## config.mk

```make
export PLATFORM = sky130hd
export DESIGN_NAME = hazard_unit
export DESIGN_NICKNAME = d
export VERILOG_FILES = /design/src/rtl/hazard_unit.sv
export SDC_FILE = /design/constraint.sdc
export NUM_CORES = 1
export LEC_CHECK = 0
export BUFFER_PORTS_ARGS = -buffer_cell sky130_fd_sc_hd__buf_2
export CORE_MARGIN = 5
export CORE_UTILIZATION = 47
export CTS_BUF_LIST = sky130_fd_sc_hd__clkbuf_4 sky130_fd_sc_hd__clkbuf_8
export DETAILED_ROUTE_END_ITERATION = 10
export GPL_ROUTABILITY_DRIVEN = 0
export PLACE_DENSITY_LB_ADDON = 0.05
export SLEW_MARGIN = 25
export SYNTH_ARGS = -nofsm -noshare
export SYNTH_HDL_FRONTEND = slang
export SYNTH_SLANG_ARGS = --single-unit
export TNS_END_PERCENT = 20
```

## constraint.sdc

```tcl
create_clock -name clk -period 4.6 [get_ports clk]
set_input_delay 0.46 -clock clk [delete_from_list [all_inputs] [get_ports clk]]
set_output_delay 0.46 -clock clk [all_outputs]
set_load 0.005 [all_outputs]
```

## src/rtl/hazard_unit.sv

```systemverilog
// hazard_unit: pipeline hazard detection and operand-forwarding control.
// Produces the ALU forwarding selects, a load-use stall of LOAD_LAT cycles,
// and a one-entry scoreboard that stalls decode while a multi-cycle (MDU)
// result is still pending.
// Optional feature: define WB_BYPASS_EN to add the wb2_rd/wb2_wb ports and
// the lowest-priority forward select 2'b11 from the stage after writeback.
module hazard_unit #(
   parameter int AW       = 5,
   parameter int LOAD_LAT = 1
) (
   input  logic          clk,
   input  logic          rstn,
   input  logic [AW-1:0] id_rs1,
   input  logic [AW-1:0] id_rs2,
   input  logic          id_use_rs1,
   input  logic          id_use_rs2,
   input  logic [AW-1:0] ex_rs1,
   input  logic [AW-1:0] ex_rs2,
   input  logic [AW-1:0] ex_rd,
   input  logic          ex_wb,
   input  logic          ex_mem_read,
   input  logic [AW-1:0] mem_rd,
   input  logic          mem_wb,
   input  logic [AW-1:0] wb_rd,
   input  logic          wb_wb,
   input  logic          mdu_start,
   input  logic          mdu_done,
`ifdef WB_BYPASS_EN
   input  logic [AW-1:0] wb2_rd,
   input  logic          wb2_wb,
`endif
   output logic [1:0]    forwardA,
   output logic [1:0]    forwardB,
   output logic          stall_if,
   output logic          stall_id,
   output logic          flush_ex,
   output logic          mdu_busy
);

   typedef enum logic [1:0] {
      RUN      = 2'd0,
      LD_STALL = 2'd1,
      MDU_WAIT = 2'd2
   } state_t;

   // The cycle that detects the load hazard is itself the first stall cycle,
   // so the counter only covers the remaining LOAD_LAT-1 cycles.
   localparam logic [3:0] CNT_LOAD = (LOAD_LAT > 1) ? 4'(LOAD_LAT - 2) : 4'd0;

   state_t          state, state_nxt;
   logic [3:0]      cnt, cnt_nxt;
   logic            busy;
   logic [AW-1:0]   pend_rd;
   logic            ld_haz;
   logic            mdu_dep;
   logic            stall;
   logic [1:0]      fwd_a, fwd_b;

   // Forward select priority: EX/MEM, then MEM/WB, then (optionally) WB+1.
   function automatic logic [1:0] fwd_sel(
      input logic [AW-1:0] rs,
      input logic          m_wb,
      input logic [AW-1:0] m_rd,
      input logic          w_wb,
      input logic [AW-1:0] w_rd,
      input logic          w2_wb,
      input logic [AW-1:0] w2_rd
   );
      logic [1:0] sel;
      sel = 2'b00;
      if (m_wb && (m_rd != '0) && (m_rd == rs))
         sel = 2'b10;
      else if (w_wb && (w_rd != '0) && (w_rd == rs))
         sel = 2'b01;
      else if (w2_wb && (w2_rd != '0) && (w2_rd == rs))
         sel = 2'b11;
      return sel;
   endfunction

   // Zero-latency operand forwarding selects.
   always_comb begin
`ifdef WB_BYPASS_EN
      fwd_a = fwd_sel(ex_rs1, mem_wb, mem_rd, wb_wb, wb_rd, wb2_wb, wb2_rd);
      fwd_b = fwd_sel(ex_rs2, mem_wb, mem_rd, wb_wb, wb_rd, wb2_wb, wb2_rd);
`else
      fwd_a = fwd_sel(ex_rs1, mem_wb, mem_rd, wb_wb, wb_rd, 1'b0, '0);
      fwd_b = fwd_sel(ex_rs2, mem_wb, mem_rd, wb_wb, wb_rd, 1'b0, '0);
`endif
   end

   // Hazard conditions seen by the decode-stage instruction.
   always_comb begin
      ld_haz  = ex_mem_read && ex_wb && (ex_rd != '0) &&
                ((id_use_rs1 && (id_rs1 == ex_rd)) ||
                 (id_use_rs2 && (id_rs2 == ex_rd)));
      mdu_dep = busy && (pend_rd != '0) &&
                ((id_use_rs1 && (id_rs1 == pend_rd)) ||
                 (id_use_rs2 && (id_rs2 == pend_rd)));
   end

   // FSM state and load-stall counter register.
   always_ff @(posedge clk or negedge rstn) begin
      if (!rstn) begin
         state <= RUN;
         cnt   <= 4'd0;
      end else begin
         state <= state_nxt;
         cnt   <= cnt_nxt;
      end
   end

   // FSM next state; a load hazard wins over a pending MDU dependency.
   always_comb begin
      state_nxt = state;
      cnt_nxt   = cnt;
      case (state)
         RUN: begin
            if (ld_haz) begin
               if (LOAD_LAT > 1) begin
                  state_nxt = LD_STALL;
                  cnt_nxt   = CNT_LOAD;
               end
            end else if (mdu_dep && !mdu_done) begin
               state_nxt = MDU_WAIT;
            end
         end
         LD_STALL: begin
            if (cnt == 4'd0)
               state_nxt = RUN;
            else
               cnt_nxt = cnt - 4'd1;
         end
         MDU_WAIT: begin
            if (mdu_done)
               state_nxt = RUN;
         end
         default: begin
            state_nxt = RUN;
            cnt_nxt   = 4'd0;
         end
      endcase
   end

   // FSM outputs; an MDU stall drops in the same cycle mdu_done arrives.
   always_comb begin
      stall = ((state == RUN) && ld_haz) ||
              (state == LD_STALL) ||
              (mdu_dep && !mdu_done);
   end

   // One-entry scoreboard; a start while busy is dropped unless the
   // pending result retires in the same cycle.
   always_ff @(posedge clk or negedge rstn) begin
      if (!rstn) begin
         busy    <= 1'b0;
         pend_rd <= '0;
      end else if (mdu_start && (!busy || mdu_done)) begin
         busy    <= 1'b1;
         pend_rd <= ex_rd;
      end else if (mdu_done) begin
         busy    <= 1'b0;
      end
   end

   // Outputs are forced quiet while reset is asserted.
   assign forwardA = rstn ? fwd_a : 2'b00;
   assign forwardB = rstn ? fwd_b : 2'b00;
   assign stall_if = rstn & stall;
   assign stall_id = rstn & stall;
   assign flush_ex = rstn & stall;
   assign mdu_busy = rstn & busy;

endmodule

```

==> results of run 1 <==
## worst max-delay path, delay by kind of cell, from the launching register on
kind,cells,cell delay [ns]
simple gates,2,0.38
buf+inv,1,0.15
flops,1,0.42
xor+xnor,1,0.16
compound gates,2,0.51
## through the flow
step                power, uW  hold slack (ns)  utilization (%)  instance area [sq um]
finish                    225           0.0632             67.1                   1160
global route              241           0.0720             67.1                   1160
CTS                       229           0.0631             67.1                   1160
detailed placement        167            0.331             65.4                   1130
global placement          165            0.326             65.4                   1130
floorplan                 126            0.164                -                    852
## routing by layer
layer | routed length, um | vias to the layer above
met5 | 0 | -
met4 | 34 | 0
met2 | 1140 | 35
met3 | 150 | 4
met1 | 765 | 384
li1 | - | 434
## power by group
part | internal [uW] | switching, uW
Clock | 38.9 | 21.2
Sequential | 69.3 | 8.76
Combinational | 47.3 | 40.0
## final cells by class
cell class | count | area (sq um) | share of cell area [%]
timing repair buffer | 52 | 260 | 22.5
inverter | 1 | 3.75 | 0.324
tap | 25 | 31.3 | 2.70
clock buffer | 4 | 30.0 | 2.59
sequential | 7 | 175 | 15.1
multi-input combinational | 81 | 658 | 56.8
## kinds of logic (layout without fill, tap and decap cells)
| logic type | Yosys count | after routing |
|---|---|---|
| xor+xnor | 40 | 40 |
| buf+inv | 3 | 57 |
| mux | 5 | 5 |
| flops | 7 | 7 |
| simple gates | 28 | 28 |
| compound gates | 8 | 8 |
## cell usage in the layout, fill, tap and decap left out, types with 3 or more instances in the layout
master / synthesis / layout
nor4_1: 4 / 4
nand3_1: 4 / 4
or4_1: 5 / 5
nand2_1: 3 / 3
xnor2_1: 18 / 18
mux2_2: 5 / 5
xor2_1: 22 / 22
clkbuf_4: 0 / 4
buf_2: 0 / 52
dfrtp_1: 7 / 7
## worst max-delay path by stage
stage,endpoint,slack (ns),cells past startpoint
after CTS,flush_ex,2.26,6
after global placement,forwardA[0],2.37,6
after global routing,stall_id,2.09,6
final,stall_id,2.27,6
after floorplan,stall_id,2.51,6
after detailed placement,forwardB[0],2.36,6
## registers in the layout (all words and copies together), names as in the netlist
register and flops:
busy 1, pend_rd 5, state 1
==> flow_summary.yaml, run 1 <==
run_status:
  outcome: "finished clean"
timing:
  rsz0062_at_grt: "no"
  period_share_pct: 50.6
  tightest_slew_ns: 0.401
  max_freq_mhz: 430
  finalSetupTns_ns: 0
  slew_viol_final: 0
  max_slew_margin_pct: 73.0
  layout_min_cycle_time_ns: 2.33
  finClkSkew_ns: 0.00239
  setup_viol_count_final: 0
  setup_ws_ns: 2.27
  hold_viol: 0
die:
  die_y_um: 52.6
  fp-row-count: 15
  initial_core_util_pct: 49.3
  die_w_um: 52.6
  core_region_area_sq_um: 1730
  ios: 53
  die-area_sq_um: 2760
placement:
  io_buffers: 52
  post-place-cells: 166
  post-place-ws_ns: 2.36
  place_hpwl_um: 1920
logic_synthesis:
  synth_mux_area_share_pct: 6.61
  yosysTopAreaCellShare_pct: 22.6
  synth_top_area_cell: "xor2_1"
  syn_area_sq_um: 852
  synthTopCellsByArea: "xor2_1, dfrtp_1, xnor2_1, mux2_2, or4_1"
  syn_inst: 91
  yosysWarnings: 0
  synth_compound_gate_area_share_pct: 7.64
  yosysMostFrequentCell: "xor2_1"
  synth_cell_types: 25
  syn_avg_cell_area_sq_um: 9.36
  synth-xor-area-share_pct: 41.1
  ys.flop_type: "dfrtp_1"
  netlist_top_cells_count: "xor2_1, xnor2_1, dfrtp_1"
  synth-seq-area-share_pct: 20.6
  synthesis.nets: 136
  synth_edf_count: 0
  synthArstFlopShare_pct: 100
  synth_seq_cells: 7
  synth_top_family_by_area: "XOR/XNOR gates"
  synthSimpleGateAreaFrac_pct: 21.9
  synth_fa_ha_area_share_pct: 0
route:
  drt-pass1-iter-count: 2
  drt_iter0_drc: 2
  ant_nets: 0
  vias: 857
  wl_um: 2100
  avgRoutedWirePerCell_um: 12.3
  viasPerCell: 5.04
  remaining_drc_errors: 0
worst_hold_path:
  hp-class: "input port to asynchronous set/reset pin"
clock_network:
  clockBufferDepth: 2
  h-tree-depth: 1
  holdBufCountCts: 0
  cts.clk_slew.worst_paths_ns: 0.05
  post-cts-setup-buffers: 0
  clock-sinks: 7
  numCtsBuffers: 3
  clk_latency_ns: 0.25
  cts_tree: "done"
  ctsResizeCount: 0
  clockRootBuffer: "clkbuf_4"
worst_setup_path:
  worstPathArrival_ns: 1.87
  r2r-end: "state[1]"
  crit-reg2reg-launch: "pend_rd[3]"
  endpoint_kind: "output pin"
  critPathRequiredTime_ns: 4.14
  worstSetupPathType: "register to output pin"
  r2r_slack_ns: 3.10
  crit_start: "pend_rd[3]"
  reg2reg_depth: 5
  cp_slowest_cell: "dfrtp_1"
  cp_max_fo: 4
  cp_slowest_stage_delay_ns: 0.42
  start_kind: "register"
  crit_chain: "xor2_1, nor4_1, nand3_1, a211o_1, a21boi_1, buf_2"
global_routing:
  grtUsageMet1_pct: 16.5
  grt_overflow: 0
  grt_busiest_layer: "met2"
  gr-usage-met2_pct: 31.8
  grt_max_degree: 13
  grt_first_pass_wirelength_um: 3440
  track_usage_pct: 16.7
  grtUsageMet3_pct: 1.99
  antenna_found_initial: 0
  first_global_vias: 918
cells_and_area:
  instances_no_fill: 170
  drive_gt1_share_pct: 46.2
  fillers: 173
  diodes: 0
  area_growth_pct: 36.0
  nets: 191
run:
  max_cap_violations: 0
power_and_ir_drop:
  peakVddDrop_mv: 0.120
  power.leakage_uw: 0.000525
  power_density_nw_per_um2: 194
(Power assumes the default switching activity.)
==> run 2, diff against run 1 <==
Settings changed: ABC_AREA from default to 1.
Clock period 4.6 ns to 2.3 ns, I/O delays scaled along.
==> flow_summary.yaml, run 2 <==
die:
  fp-row-count: 16
  core_region_area_sq_um: 2000
  die_y_um: 56.3
  initial_core_util_pct: 50.4
  die-area_sq_um: 3170
  ios: 53
  die_w_um: 56.3
timing:
  layout_min_cycle_time_ns: 1.81
  hold_slack_ns: 0.228
  setup_viol_count_final: 0
  rsz0062_at_grt: "no"
  max_slew_margin_pct: 81.1
  finClkSkew_ns: 0.00488
  hold_viol: 0
  max_freq_mhz: 552
  finalSetupTns_ns: 0
  period_share_pct: 78.7
  tightest_slew_ns: 0.282
  slew_viol_final: 0
global_routing:
  grt_overflow: 0
  first_global_vias: 1318
  antenna_found_initial: 0
  grt_first_pass_wirelength_um: 5150
  track_usage_pct: 19.8
  grt_max_degree: 12
cells_and_area:
  final_common_cell: "nand2_1"
  reg_top3: "pend_rd (5), busy (1), state (1)"
  diodes: 0
  final_cell_mix: "nand2_1, buf_2, inv_1"
  largest_reg_flops: 5
  nets: 289
  final_cell_area_sq_um: 1320
  drive_gt1_share_pct: 25.9
  instances_no_fill: 270
  fin_util_pct: 66.1
  area_growth_pct: 31.3
  regMostFlops: "pend_rd"
worst_hold_path:
  hp-class: "input port to register"
logic_synthesis:
  synth_top_area_cell: "nand2_1"
  syn_area_sq_um: 1010
  syn_inst: 189
  synthTopCellsByArea: "nand2_1, dfrtp_1, xnor2_1, inv_1, nor2_1"
  yosysTopAreaCellShare_pct: 27.2
  synth-seq-area-share_pct: 17.4
  syn_avg_cell_area_sq_um: 5.34
  ys.flop_type: "dfrtp_1"
  synthArstFlopShare_pct: 100
  synth_seq_cells: 7
  synth_cell_types: 17
  synth_edf_count: 0
  netlist_top_cells_count: "nand2_1, inv_1, nor2_1"
  synthesis.nets: 234
  yosysMostFrequentCell: "nand2_1"
  yosysWarnings: 0
run:
  max_cap_violations: 0
clock_network:
  post-cts-setup-buffers: 0
  numCtsBuffers: 3
  h-tree-depth: 1
  clk_latency_ns: 0.26
  clockBufferDepth: 2
  holdBufCountCts: 1
  ctsResizeCount: 0
  cts_tree: "done"
  clock-sinks: 7
  clockRootBuffer: "clkbuf_4"
  cts.clk_slew.worst_paths_ns: 0.05
power_and_ir_drop:
  power.leakage_uw: 0.000831
  peakVddDrop_mv: 0.419
  power_density_nw_per_um2: 375
route:
  vias: 1307
  drt-pass1-iter-count: 4
  viasPerCell: 4.84
  routed-wl-met2_um: 1510
  avgRoutedWirePerCell_um: 11.3
  dr_wl_met3_um: 200
  dr.max_layer_used: "met4"
  wl_um: 3050
  ant_nets: 0
  remaining_drc_errors: 0
  met1_length_um: 1290
  drt_iter0_drc: 34
worst_setup_path:
  worstSetupPathType: "register to output pin"
  critPathRequiredTime_ns: 2.07
  crit_chain: "inv_2, nand2_1, nand2_1, nor2_1, nand3_1, nand2_1, nand2_1, a21oi_1, buf_2"
  timing.critical_path.buf_inv: 2
  cpMostUsedCell: "nand2_1"
  cp_max_fo: 6
  worstPathArrival_ns: 1.58
  start_kind: "register"
  cp_slowest_stage_delay_ns: 0.48
  endpoint_kind: "output pin"
  cp_slowest_cell: "dfrtp_1"
  crit_family: "flip-flops"
run_status:
  outcome: "finished clean"
placement:
  place_hpwl_um: 2670
  dpl_cell_area_sq_um: 1280
  io_buffers: 52
  post-place-cells: 265
-- run 2: cell types whose count changed after synthesis, moves of 6 or more --
| cell | delta |
|---|---|
| nand2_1 | +70 |
| inv_1 | +26 |
| nor2_1 | +20 |
| xor2_1 | -16 |
| o21ai_0 | +10 |
| nor3_1 | +6 |
| xnor2_1 | -6 |
-- run 2: worst reg2reg max path, delay by kind of cell, from the launching register on --
| family | cells | cell delay (ns) |
|---|---|---|
| simple gates | 6 | 0.52 |
| flops | 1 | 0.48 |
| compound gates | 1 | 0.16 |
| buf+inv | 1 | 0.05 |
-- run 2: final cells by class --
class / instances / area, sq um
multi-input cells: 147 / 694
fillers: 226 / 678
repair buffers: 53 / 270
flip-flops and latches: 7 / 175
inverters: 32 / 120
well taps: 27 / 33.8
clock buffers: 4 / 30.0
-- run 2: routing by layer --
layer	GRT usage [%]	vias to the layer above
met5	0	-
met1	22.5	574
met4	6.44	0
met2	35.4	46
met3	5.28	7
li1	-	680
-- run 2: final timing paths --
path                       slack (ns)  startpoint  cells after the start         end
setup / recovery                 0.49  pend_rd[3]                      9    stall_id
hold / removal                   0.23    mdu_done                      4    state[1]
setup reg to reg                 1.03  pend_rd[3]                      8    state[1]
hold reg to reg                  0.50    state[1]                      2    state[1]
max in group asynchronous        1.74        rstn                      2    state[1]
min in group asynchronous        0.37        rstn                      2  pend_rd[1]
-- run 2: kinds of logic after synthesis --
| family | count (synthesis) | share of synthesized area (%) |
|---|---|---|
| simple gates | 116 | 46.8 |
| buf+inv | 35 | 13.8 |
| xor+xnor | 18 | 15.6 |
| compound gates | 13 | 6.45 |
| flops | 7 | 17.4 |
-- run 2: metrics by stage --
step,total power (uW),worst slack (ns)
after floorplan,280,0.890
after global placement,364,0.789
after detailed placement,370,0.759
after CTS,498,0.475
after global routing,539,0.314
final,496,0.489
-- run 2: report_power, final --
part	internal [uW]	switching (uW)	total (uW)
Sequential	138	21.7	160
Clock	78.1	47.4	125
Combinational	91.7	119	211
==> run 3, diff against run 2 <==
Clock period 2.3 ns to 1.76 ns, I/O delays scaled along.
==> flow_summary.yaml, run 3 (synthesis gave the netlist of run 2 again) <==
cells_and_area:
  diodes: 0
  reg_top3: "pend_rd (5), busy (1), state (1)"
  fillers: 206
  drive_gt1_share_pct: 28.0
  final_common_cell: "nand2_1"
  regMostFlops: "pend_rd"
  area_growth_pct: 32.4
  largest_reg_flops: 5
  final_cell_mix: "nand2_1, buf_2, inv_1"
  final_cell_area_sq_um: 1340
  nets: 289
worst_setup_path:
  worstSetupPathType: "register to output pin"
  start_kind: "register"
  crit_start: "pend_rd[3]"
  critPathRequiredTime_ns: 1.58
  cp_max_fo: 6
  r2r_slack_ns: 0.52
  worstPathArrival_ns: 1.48
  endpoint_kind: "output pin"
  crit-reg2reg-launch: "pend_rd[3]"
worst_hold_path:
  hp-class: "input port to register"
  worstHoldStart: "mdu_done"
power_and_ir_drop:
  switching_power_uw: 243
  comb_power_share_pct: 42.9
  power.leakage_uw: 0.000828
  pwr-share-seq_pct: 32.7
  intPower_uw: 406
  pwr-share-clk_pct: 24.5
  p_sw_share_pct: 37.5
  power_density_nw_per_um2: 486
  peakVddDrop_mv: 0.503
clock_network:
  post-cts-setup-buffers: 0
  cts_tree: "done"
  cts.clk_slew.worst_paths_ns: 0.05
  clockBufferDepth: 2
  clock-sinks: 7
  clockRootBuffer: "clkbuf_4"
  clk_latency_ns: 0.25
  numCtsBuffers: 3
  h-tree-depth: 1
global_routing:
  grt_overflow: 0
  first_global_vias: 1313
  track_usage_pct: 20.0
  antenna_found_initial: 0
  grt_first_pass_wirelength_um: 5250
  grt_max_degree: 12
route:
  ant_nets: 0
  vias: 1321
  remaining_drc_errors: 0
  wl_um: 3040
  viasPerCell: 4.89
  drt-pass1-iter-count: 4
  drt_iter0_drc: 35
  avgRoutedWirePerCell_um: 11.3
placement:
  post-place-ws_ns: 0.297
  place_hpwl_um: 2650
  dpl_cell_area_sq_um: 1280
  io_buffers: 52
timing:
  max_slew_margin_pct: 80.0
  rsz0062_at_grt: "no"
  slew_viol_final: 0
  setup_ws_ns: 0.103
  finalSetupTns_ns: 0
  tightest_slew_ns: 0.300
  finClkSkew_ns: 0.00496
  hold_viol: 0
  layout_min_cycle_time_ns: 1.66
  setup_viol_count_final: 0
  period_share_pct: 94.1
  max_freq_mhz: 604
die:
  die_y_um: 56.3
  core_region_area_sq_um: 2000
  ios: 53
  fp-row-count: 16
  initial_core_util_pct: 50.4
  die_w_um: 56.3
  die-area_sq_um: 3170
run:
  max_cap_violations: 0
run_status:
  outcome: "finished clean"
-- run 3: power by group through the flow --
| stage | Sequential, uW | Combinational [uW] | Clock, uW |
|---|---|---|---|
| floorplan | 203 | 162 | 0 |
| global placement | 210 | 265 | 0 |
| detailed placement | 210 | 273 | 0 |
| CTS | 208 | 276 | 162 |
| global route | 215 | 315 | 175 |
| finish | 212 | 278 | 159 |
-- run 3: path summary, 6_finish.rpt --
kind / endpoint / depth (start not counted)
max: flush_ex / 8
min: state[1] / 4
max reg2reg: state[1] / 7
min reg2reg: state[1] / 2
max in group asynchronous: pend_rd[0] / 2
min in group asynchronous: pend_rd[3] / 2
-- run 3: final cells by class --
class / count / area [sq um] / area share (%)
multi-input cells: 147 / 698 / 52.3
flip-flops and latches: 7 / 180 / 13.5
repair buffers: 53 / 273 / 20.4
inverters: 32 / 120 / 9.00
well taps: 27 / 33.8 / 2.53
clock buffers: 4 / 30.0 / 2.25
-- run 3: metal layers --
| metal | up-vias | part of all wire (%) | GRT usage [%] |
|---|---|---|---|
| met4 | 0 | 0.99 | 6.10 |
| met5 | - | 0 | 0 |
| met3 | 4 | 9.0 | 4.59 |
| met1 | 575 | 41 | 22.8 |
| li1 | 683 | - | - |
| met2 | 59 | 49 | 36.4 |
-- run 3: timing repair --
action / in CTS / in global routing
gates resized for setup: 0 / 7
endpoints found under the setup margin: 0 / 5
hold buffers: 1 / 0
hold endpoints to repair: 7 / 0
-- run 3: critical path: stages, from the launching register on --
cell	delay, ns
dfrtp_2	0.45
nand2_1	0.08
nand2_1	0.05
nor2_1	0.11
nand3_1	0.12
nand2_1	0.07
nand2_1	0.06
a21oi_2	0.15
buf_2	0.13
-- run 3: through the flow --
step / std cells / hold WS [ns] / utilization, % / total power, uW
final: 270 / 0.183 / 66.7 / 649
after global routing: 270 / 0.224 / 66.7 / 705
after CTS: 270 / 0.187 / 66.1 / 646
after detailed placement: 265 / 0.0429 / 64.1 / 483
after global placement: 265 / 0.0407 / 64.1 / 475
after floorplan: 189 / -0.120 / - / 365
